==> config.mk <==
export PLATFORM = sky130hd
export DESIGN_NAME = axis_block_averager_flat
export DESIGN_NICKNAME = d
export VERILOG_FILES = /design/src/rtl/axis_block_averager_pkg.sv /design/src/rtl/axis_block_averager_if.sv /design/src/rtl/axis_block_averager_acc.sv /design/src/rtl/axis_block_averager.sv /design/src/flat_wrapper.sv
export SDC_FILE = /design/constraint.sdc
export NUM_CORES = 2
export LEC_CHECK = 0
export ABC_AREA = 1
export CORE_UTILIZATION = 45
export CTS_BUF_LIST = sky130_fd_sc_hd__clkbuf_4 sky130_fd_sc_hd__clkbuf_8 sky130_fd_sc_hd__clkbuf_16
export DETAILED_ROUTE_END_ITERATION = 8
export MAX_ROUTING_LAYER = met4
export PLACE_DENSITY = 0.64
export SLEW_MARGIN = 10
export SYNTH_ARGS = -nofsm -noshare
export SYNTH_HDL_FRONTEND = slang
export SYNTH_SLANG_ARGS = --single-unit
==> constraint.sdc <==
create_clock -name a_clk -period 5.1 [get_ports a_clk]
set_input_delay 1.02 -clock a_clk [delete_from_list [all_inputs] [get_ports a_clk]]
set_output_delay 1.02 -clock a_clk [all_outputs]
set_load 0.02 [all_outputs]
==> src/rtl/axis_block_averager_pkg.sv <==
// Shared definitions for the block averager slice.
//   NUM_CH            : number of averaged input channels
//   ACC_WIDTH_DEFAULT : default per-channel accumulator width
//   TICK_W            : tick counter width (longest block is 2^15 ticks)
//   out_state_t       : output sequencer states
package axis_block_averager_pkg;

  localparam int NUM_CH            = 6;
  localparam int ACC_WIDTH_DEFAULT = 48;
  localparam int TICK_W            = 15;

  typedef enum logic {
    ST_IDLE = 1'b0,
    ST_SEND = 1'b1
  } out_state_t;

endpackage

==> src/rtl/axis_block_averager_if.sv <==
// Stream bundle for the block averager.
//   S_AXIS_tdata[c] / S_AXIS_tvalid[c] : sample channel c+1 (channels 1..6), no tready
//   M_AXIS_tdata/tvalid/tready/tlast   : averaged word stream, tlast on channel-6 word
// Modports:
//   slave  : the averager (consumes samples, drives the output stream)
//   master : the environment (drives samples, sinks the output stream)
interface axis_block_averager_if
  import axis_block_averager_pkg::*;
#(
  parameter int DATA_WIDTH = 32
);

  logic [DATA_WIDTH-1:0] S_AXIS_tdata [NUM_CH];
  logic [NUM_CH-1:0]     S_AXIS_tvalid;

  logic [DATA_WIDTH-1:0] M_AXIS_tdata;
  logic                  M_AXIS_tvalid;
  logic                  M_AXIS_tready;
  logic                  M_AXIS_tlast;

  modport slave (
    input  S_AXIS_tdata, S_AXIS_tvalid, M_AXIS_tready,
    output M_AXIS_tdata, M_AXIS_tvalid, M_AXIS_tlast
  );

  modport master (
    output S_AXIS_tdata, S_AXIS_tvalid, M_AXIS_tready,
    input  M_AXIS_tdata, M_AXIS_tvalid, M_AXIS_tlast
  );

endinterface

==> src/rtl/axis_block_averager_acc.sv <==
// Single-channel accumulator: sign-extends one sample and adds it on each
// accepted tick (0 when the channel is not valid).
//   a_clk, a_resetn : clock, asynchronous active-low reset
//   clear           : zero the accumulator (wins over add)
//   add             : accumulate this cycle
//   in_valid/in_data: channel sample
//   sum_next        : current sum plus this cycle's addend (value stored on add)
module axis_block_acc #(
  parameter int IN_W  = 32,
  parameter int ACC_W = 48
) (
  input  logic             a_clk,
  input  logic             a_resetn,
  input  logic             clear,
  input  logic             add,
  input  logic             in_valid,
  input  logic [IN_W-1:0]  in_data,
  output logic [ACC_W-1:0] sum_next
);

  logic [ACC_W-1:0] acc;
  logic [ACC_W-1:0] addend;

  always_comb begin
    addend   = in_valid ? {{(ACC_W-IN_W){in_data[IN_W-1]}}, in_data} : '0;
    sum_next = acc + addend;
  end

  always_ff @(posedge a_clk or negedge a_resetn) begin
    if (!a_resetn)  acc <= '0;
    else if (clear) acc <= '0;
    else if (add)   acc <= sum_next;
  end

endmodule

==> src/rtl/axis_block_averager.sv <==
// Six-channel block averager. Sums 2^avg_shift accepted ticks per channel,
// then streams the six floor-averaged words ch1..ch6 (tlast on ch6).
//   a_clk, a_resetn : clock, asynchronous active-low reset
//   axis            : sample inputs and output stream (slave modport)
//   sample_tick     : one-cycle sample strobe
//   enable          : 0 halts and clears accumulation
//   avg_shift       : log2 block length, latched at first tick of each block
//   overrun_count   : blocks dropped because the previous packet was busy (saturating)
//   block_count     : packets fully emitted (wrapping)
module axis_block_averager
  import axis_block_averager_pkg::*;
#(
  parameter int SAXIS_TDATA_WIDTH = 32,
  parameter int MAXIS_TDATA_WIDTH = 32,
  parameter int ACC_WIDTH         = ACC_WIDTH_DEFAULT
) (
  input  logic                  a_clk,
  input  logic                  a_resetn,
  axis_block_averager_if.slave  axis,
  input  logic                  sample_tick,
  input  logic                  enable,
  input  logic [3:0]            avg_shift,
  output logic [15:0]           overrun_count,
  output logic [31:0]           block_count
);

  localparam logic [2:0] LAST_IDX = 3'(NUM_CH - 1);

  function automatic logic [MAXIS_TDATA_WIDTH-1:0] scale(
    input logic [ACC_WIDTH-1:0] v,
    input logic [3:0]           sh
  );
    logic signed [ACC_WIDTH-1:0] t;
    t = $signed(v) >>> sh;
    return t[MAXIS_TDATA_WIDTH-1:0];
  endfunction

  logic                   accept;
  logic                   complete;
  logic                   acc_clear;
  logic [TICK_W-1:0]      tick_cnt;
  logic [3:0]             shift_lat;
  logic [3:0]             eff_shift;
  logic [TICK_W:0]        blk_len;
  logic [ACC_WIDTH-1:0]   sum_next [NUM_CH];
  logic [ACC_WIDTH-1:0]   hold     [NUM_CH];
  logic [3:0]             hold_shift;

  out_state_t             state;
  logic [2:0]             idx;
  logic [2:0]             nxt_idx;
  logic [MAXIS_TDATA_WIDTH-1:0] nxt_word;
  logic [MAXIS_TDATA_WIDTH-1:0] m_tdata;
  logic                   m_tvalid;
  logic                   m_tlast;
  logic                   hs;
  logic                   last_hs;
  logic                   load;

  assign axis.M_AXIS_tdata  = m_tdata;
  assign axis.M_AXIS_tvalid = m_tvalid;
  assign axis.M_AXIS_tlast  = m_tlast;

  // The first tick of a block already uses the new avg_shift, so a one-tick
  // block (shift 0) completes on the same tick that latches it.
  always_comb begin
    accept    = sample_tick & enable;
    eff_shift = (tick_cnt == '0) ? avg_shift : shift_lat;
    blk_len   = (TICK_W+1)'(1) << eff_shift;
    complete  = accept && ({1'b0, tick_cnt} == (blk_len - 1'b1));
    acc_clear = !enable || complete;
    hs        = m_tvalid & axis.M_AXIS_tready;
    last_hs   = hs && (idx == LAST_IDX);
    load      = complete && ((state == ST_IDLE) || last_hs);
    nxt_idx   = idx + 3'd1;
    nxt_word  = '0;
    for (int unsigned c = 0; c < NUM_CH; c++) begin
      if (3'(c) == nxt_idx) nxt_word = scale(hold[c], hold_shift);
    end
  end

  for (genvar c = 0; c < NUM_CH; c++) begin : g_ch
    axis_block_acc #(
      .IN_W  (SAXIS_TDATA_WIDTH),
      .ACC_W (ACC_WIDTH)
    ) u_acc (
      .a_clk    (a_clk),
      .a_resetn (a_resetn),
      .clear    (acc_clear),
      .add      (accept),
      .in_valid (axis.S_AXIS_tvalid[c]),
      .in_data  (axis.S_AXIS_tdata[c]),
      .sum_next (sum_next[c])
    );
  end

  always_ff @(posedge a_clk or negedge a_resetn) begin
    if (!a_resetn) begin
      tick_cnt  <= '0;
      shift_lat <= '0;
    end else if (!enable) begin
      tick_cnt  <= '0;
    end else if (accept) begin
      if (tick_cnt == '0) shift_lat <= avg_shift;
      tick_cnt <= complete ? '0 : tick_cnt + 1'b1;
    end
  end

  // Output sequencer. A completion coinciding with the word-6 handshake
  // reloads directly, so the packet stream continues without an idle cycle.
  always_ff @(posedge a_clk or negedge a_resetn) begin
    if (!a_resetn) begin
      state         <= ST_IDLE;
      idx           <= '0;
      m_tdata       <= '0;
      m_tvalid      <= 1'b0;
      m_tlast       <= 1'b0;
      hold_shift    <= '0;
      overrun_count <= '0;
      block_count   <= '0;
      for (int unsigned c = 0; c < NUM_CH; c++) hold[c] <= '0;
    end else begin
      if (last_hs) block_count <= block_count + 1'b1;
      if (load) begin
        for (int unsigned c = 0; c < NUM_CH; c++) hold[c] <= sum_next[c];
        hold_shift <= eff_shift;
        state      <= ST_SEND;
        idx        <= '0;
        m_tdata    <= scale(sum_next[0], eff_shift);
        m_tvalid   <= 1'b1;
        m_tlast    <= 1'b0;
      end else begin
        if (complete && (overrun_count != '1)) overrun_count <= overrun_count + 1'b1;
        if (hs) begin
          if (idx == LAST_IDX) begin
            state    <= ST_IDLE;
            m_tvalid <= 1'b0;
            m_tlast  <= 1'b0;
          end else begin
            idx     <= nxt_idx;
            m_tdata <= nxt_word;
            m_tlast <= (nxt_idx == LAST_IDX);
          end
        end
      end
    end
  end

endmodule

==> src/flat_wrapper.sv <==
// flat-port wrapper written by rule: the top's interface ports become plain ports
module axis_block_averager_flat import axis_block_averager_pkg::*;
#(
  parameter int SAXIS_TDATA_WIDTH = 32,
  parameter int MAXIS_TDATA_WIDTH = 32,
  parameter int ACC_WIDTH         = ACC_WIDTH_DEFAULT
)
  (a_clk, a_resetn, sample_tick, enable, avg_shift, overrun_count, block_count, axis_S_AXIS_tdata, axis_S_AXIS_tvalid, axis_M_AXIS_tready, axis_M_AXIS_tdata, axis_M_AXIS_tvalid, axis_M_AXIS_tlast);
  axis_block_averager_if #(.DATA_WIDTH((32))) axis_i ();
  input  logic a_clk;
  input  logic a_resetn;
  input  logic sample_tick;
  input  logic enable;
  input  logic [3:0] avg_shift;
  output logic [15:0] overrun_count;
  output logic [31:0] block_count;
  input wire logic [$bits(axis_i.S_AXIS_tdata)-1:0] axis_S_AXIS_tdata;
  input wire logic [$bits(axis_i.S_AXIS_tvalid)-1:0] axis_S_AXIS_tvalid;
  input wire logic [$bits(axis_i.M_AXIS_tready)-1:0] axis_M_AXIS_tready;
  output wire logic [$bits(axis_i.M_AXIS_tdata)-1:0] axis_M_AXIS_tdata;
  output wire logic [$bits(axis_i.M_AXIS_tvalid)-1:0] axis_M_AXIS_tvalid;
  output wire logic [$bits(axis_i.M_AXIS_tlast)-1:0] axis_M_AXIS_tlast;
  assign axis_i.S_AXIS_tdata = {>>{axis_S_AXIS_tdata}};
  assign axis_i.S_AXIS_tvalid = axis_S_AXIS_tvalid;
  assign axis_i.M_AXIS_tready = axis_M_AXIS_tready;
  assign axis_M_AXIS_tdata = axis_i.M_AXIS_tdata;
  assign axis_M_AXIS_tvalid = axis_i.M_AXIS_tvalid;
  assign axis_M_AXIS_tlast = axis_i.M_AXIS_tlast;
  axis_block_averager #(.SAXIS_TDATA_WIDTH(SAXIS_TDATA_WIDTH), .MAXIS_TDATA_WIDTH(MAXIS_TDATA_WIDTH), .ACC_WIDTH(ACC_WIDTH)) u_core (.a_clk(a_clk), .a_resetn(a_resetn), .axis(axis_i), .sample_tick(sample_tick), .enable(enable), .avg_shift(avg_shift), .overrun_count(overrun_count), .block_count(block_count));
endmodule
==> metrics.txt <==
status finished, final reports clean; post-CTS setup buffers 0; IO Port Bufs 288; Hold-fix buffers, CTS 0; layout cells sized above 1 3.76%; #FFs+latches synth 672; reg2reg setup slack 0.73 ns; worst hold path class primary input to async pin; Crit Path Max Fanout 49; clock sink count about 670; final WL 220000 um; first-pass GRT wire length 341000 um; DRC 0; initial antenna violation count 3; Fin Hold WS 0.358 ns; fin cells ~11000; final hold violations 0; Critical Path RT 5.71 ns; Die W 366 um; Logic pwr share 42.7%; peak supply drop 0.361 mV; Period minus WS final 4.37 ns; Placed Cells incl. Taps 11300; Clock power frac 30.0%; Yosys warning total 0; height of the die roughly 370 um; Switching Share roughly 44%; Vias per Instance 5.48; ys async rst share 100%; Slew headroom 24.8%; fmax 229 MHz; Std-Cell Rows 133; vias in the first global route 59200; kind of end point of the critical path flop; RSZ-0062 raised after global routing no; Int Pwr between 10 and 15 mW; CTS Buf Count 87; Worst-path clk slew 0.06 ns; CP arrival between 4 and 5 ns; Core ar. 131000 um^2; setup slack at placement between 0.2 and 0.25 ns; final slew viol count 0; post-detail-place hpwl between 150000 and 200000 um; area growth from synthesis to layout 13.1%; io pins 289; setup violators final 0; Worst Max-Slew Pin Slew approximately 1.1 ns; WS Path Type flop to flop; Switch Pwr around 10 mW; Syn Area/Cell 6.24 um^2; Global Route Usage Sum 32.9%; grt total ovfl 0; Mapped Area 59700 um^2; pwr/cell area 338 nW/um^2; Critical Path Source Type flop; Static Leakage ~34 nW; setup ws final 0.728 ns; RePlAce Congestion 1.02; effective utilization at floorplan between 40% and 50%; Tcrit/Tclk final 85.7%; Syn Inst Count 9558; syn nets between 10000 and 15000; Max-Cap Viols 0; wire per inst 19.2 um; die area approximately 130000 um^2; Seq/Total Area, Yosys 28.2%; Pre-antenna DRT Iters 8; EDFF count, synth 0; initial DRC count 5801; count of cell types in the netlist 53; Main synth FF type dfrtp_1; Setup TNS 0 ns; Final ANT Viol Nets 0; clk buf depth 3; root buffer cell clkbuf_16; H-tree depth 3; fin util 51.3%; Reg power frac 27.3%; cts repair resizes 0; clk_lat worst skew 0.72 ns; CTS tree done; Layout Nets around 10000; via count 62900; largest net degree at the start of global routing 145; clock skew 0.0426 ns
-- layout by cell type, fill, tap and decap left out, types with 14 or more instances in the layout --
cell type           n
ha_1              286
nand4_1            50
or2_2              27
nor2_1            558
xor2_1            206
o21ai_0           968
a21boi_0           14
clkbuf_4           16
buf_4             110
inv_1            1084
mux2i_1            97
a21oi_1           442
clkdlybuf4s50_1   286
xnor2_1            83
o21ai_1           199
clkbuf_16          89
nor3_1             69
o21bai_1           36
o221ai_1           14
a21o_1             18
nand3_1           629
a31oi_1            83
o21a_1             25
o211ai_1          114
nand2_1          3294
nor4_1             25
buf_12             24
dfrtp_1           668
-- kinds of logic (layout without fill, tap and decap cells) --
family          Yosys count  in the layout  share of synthesized area (%)
other cells               0              2                              0
flops                   672            672                           28.2
simple gates           4699           4699                           31.7
compound gates         1981           1981                           18.1
mux                      97             97                           1.63
buf+inv                1528           1677                           9.93
xor+xnor                289            289                           4.24
fa+ha+maj               292            292                           6.20
-- per-stage QoR --
stage	power [mW]	cell area (um^2)
final	22.8	67500
after floorplan	11.9	59700
after CTS	22.7	67500
after global placement	15.8	64300
after detailed placement	15.8	64300
after global routing	23.9	67500
-- registers in the layout (all words and copies together) (netlist names) --
name / cells
u_core.hold_shift: 4
u_core.shift_lat: 4
u_core.tick_cnt: 15
u_core.idx: 3
u_core.axis.M_AXIS_tlast: 1
u_core.hold: 282
u_core.block_count: 32
u_core.overrun_count: 16
u_core.axis.M_AXIS_tdata: 32
u_core.g_ch.u_acc.acc: 282
u_core.state: 1
-- cell type report --
cell class,count,area (um^2)
Sequential cell,672,16800
Multi-Input combinational cell,7358,37000
Fill cell,13800,64000
Antenna cell,2,5.00
Inverter,1095,4140
Tap cell,1755,2200
Clock inverter,44,649
Clock buffer,116,2500
Timing Repair Buffer,422,4190
-- power groups by stage --
stage          Sequential [mW]  Clock, mW  Combinational [mW]
2_1_floorplan             6.21          0                5.72
5_1_grt                   6.23       7.15                10.5
3_3_place_gp              6.30          0                9.50
4_1_cts                   6.21       6.96                9.53
3_5_place_dp              6.29          0                9.49
6_report                  6.22       6.82                9.73
-- critical path, stage by stage (launching register included) --
cell	delay [ns]
dfrtp_1	0.41
inv_1	0.13
ha_1	0.15
nand2_1	0.08
nor2_4	0.20
nand2_2	0.14
nand2_1	0.08
nand2_1	0.10
buf_4	0.20
inv_1	0.28
nand2_1	0.34
o21ai_1	0.26
nand3_1	0.09
nand2_1	0.07
inv_1	0.03
nand2_1	0.07
nor2_2	0.05
nand3_2	0.16
nand2_4	0.11
nor2_4	0.31
buf_4	0.66
nand2_1	0.13
nand2_1	0.10
-- synth_stat cells (all sizes together) (25+ instances only) --
| cell type | n | area share (%) |
|---|---|---|
| xor2 | 206 | 3.0 |
| o211ai | 114 | 1.4 |
| a31oi | 83 | 0.87 |
| buf | 142 | 1.2 |
| or2 | 27 | 0.28 |
| ha | 286 | 6.0 |
| nand3 | 630 | 5.3 |
| o21bai | 36 | 0.45 |
| o21ai | 1167 | 9.8 |
| xnor2 | 83 | 1.2 |
| nor3 | 70 | 0.59 |
| mux2i | 97 | 1.6 |
| inv | 1095 | 6.9 |
| a21oi | 442 | 3.7 |
| nand4 | 50 | 0.52 |
| nor4 | 25 | 0.26 |
| o21a | 25 | 0.31 |
| clkbuf | 291 | 1.8 |
| nor2 | 574 | 3.7 |
| nand2 | 3303 | 21 |
| dfrtp | 672 | 28 |
-- routing by layer --
metal  global-route usage [%]  routed length (um)  vias to the layer above
met4                     11.6                8570                        0
met3                     3.40               11600                      323
li1                         -                   -                    31200
met1                     44.8              102000                    29500
met2                     50.8               98000                     1824
met5                        -                   0                        -
-- final timing paths --
| check | start | to | depth (start not counted) |
|---|---|---|---|
| worst max-delay path | u_core.tick_cnt[0] | u_core.g_ch[1].u_acc.acc[35] | 22 |
| worst min-delay path | a_resetn | u_core.g_ch[0].u_acc.acc[26] | 1 |
| worst max register to register | u_core.tick_cnt[0] | u_core.g_ch[1].u_acc.acc[35] | 22 |
| worst min register to register | u_core.block_count[31] | u_core.block_count[31] | 1 |
| max in group asynchronous | a_resetn | u_core.hold[15] | 2 |
| min in group a_clk | u_core.block_count[31] | u_core.block_count[31] | 1 |
Power figures use the tool's default switching activity.
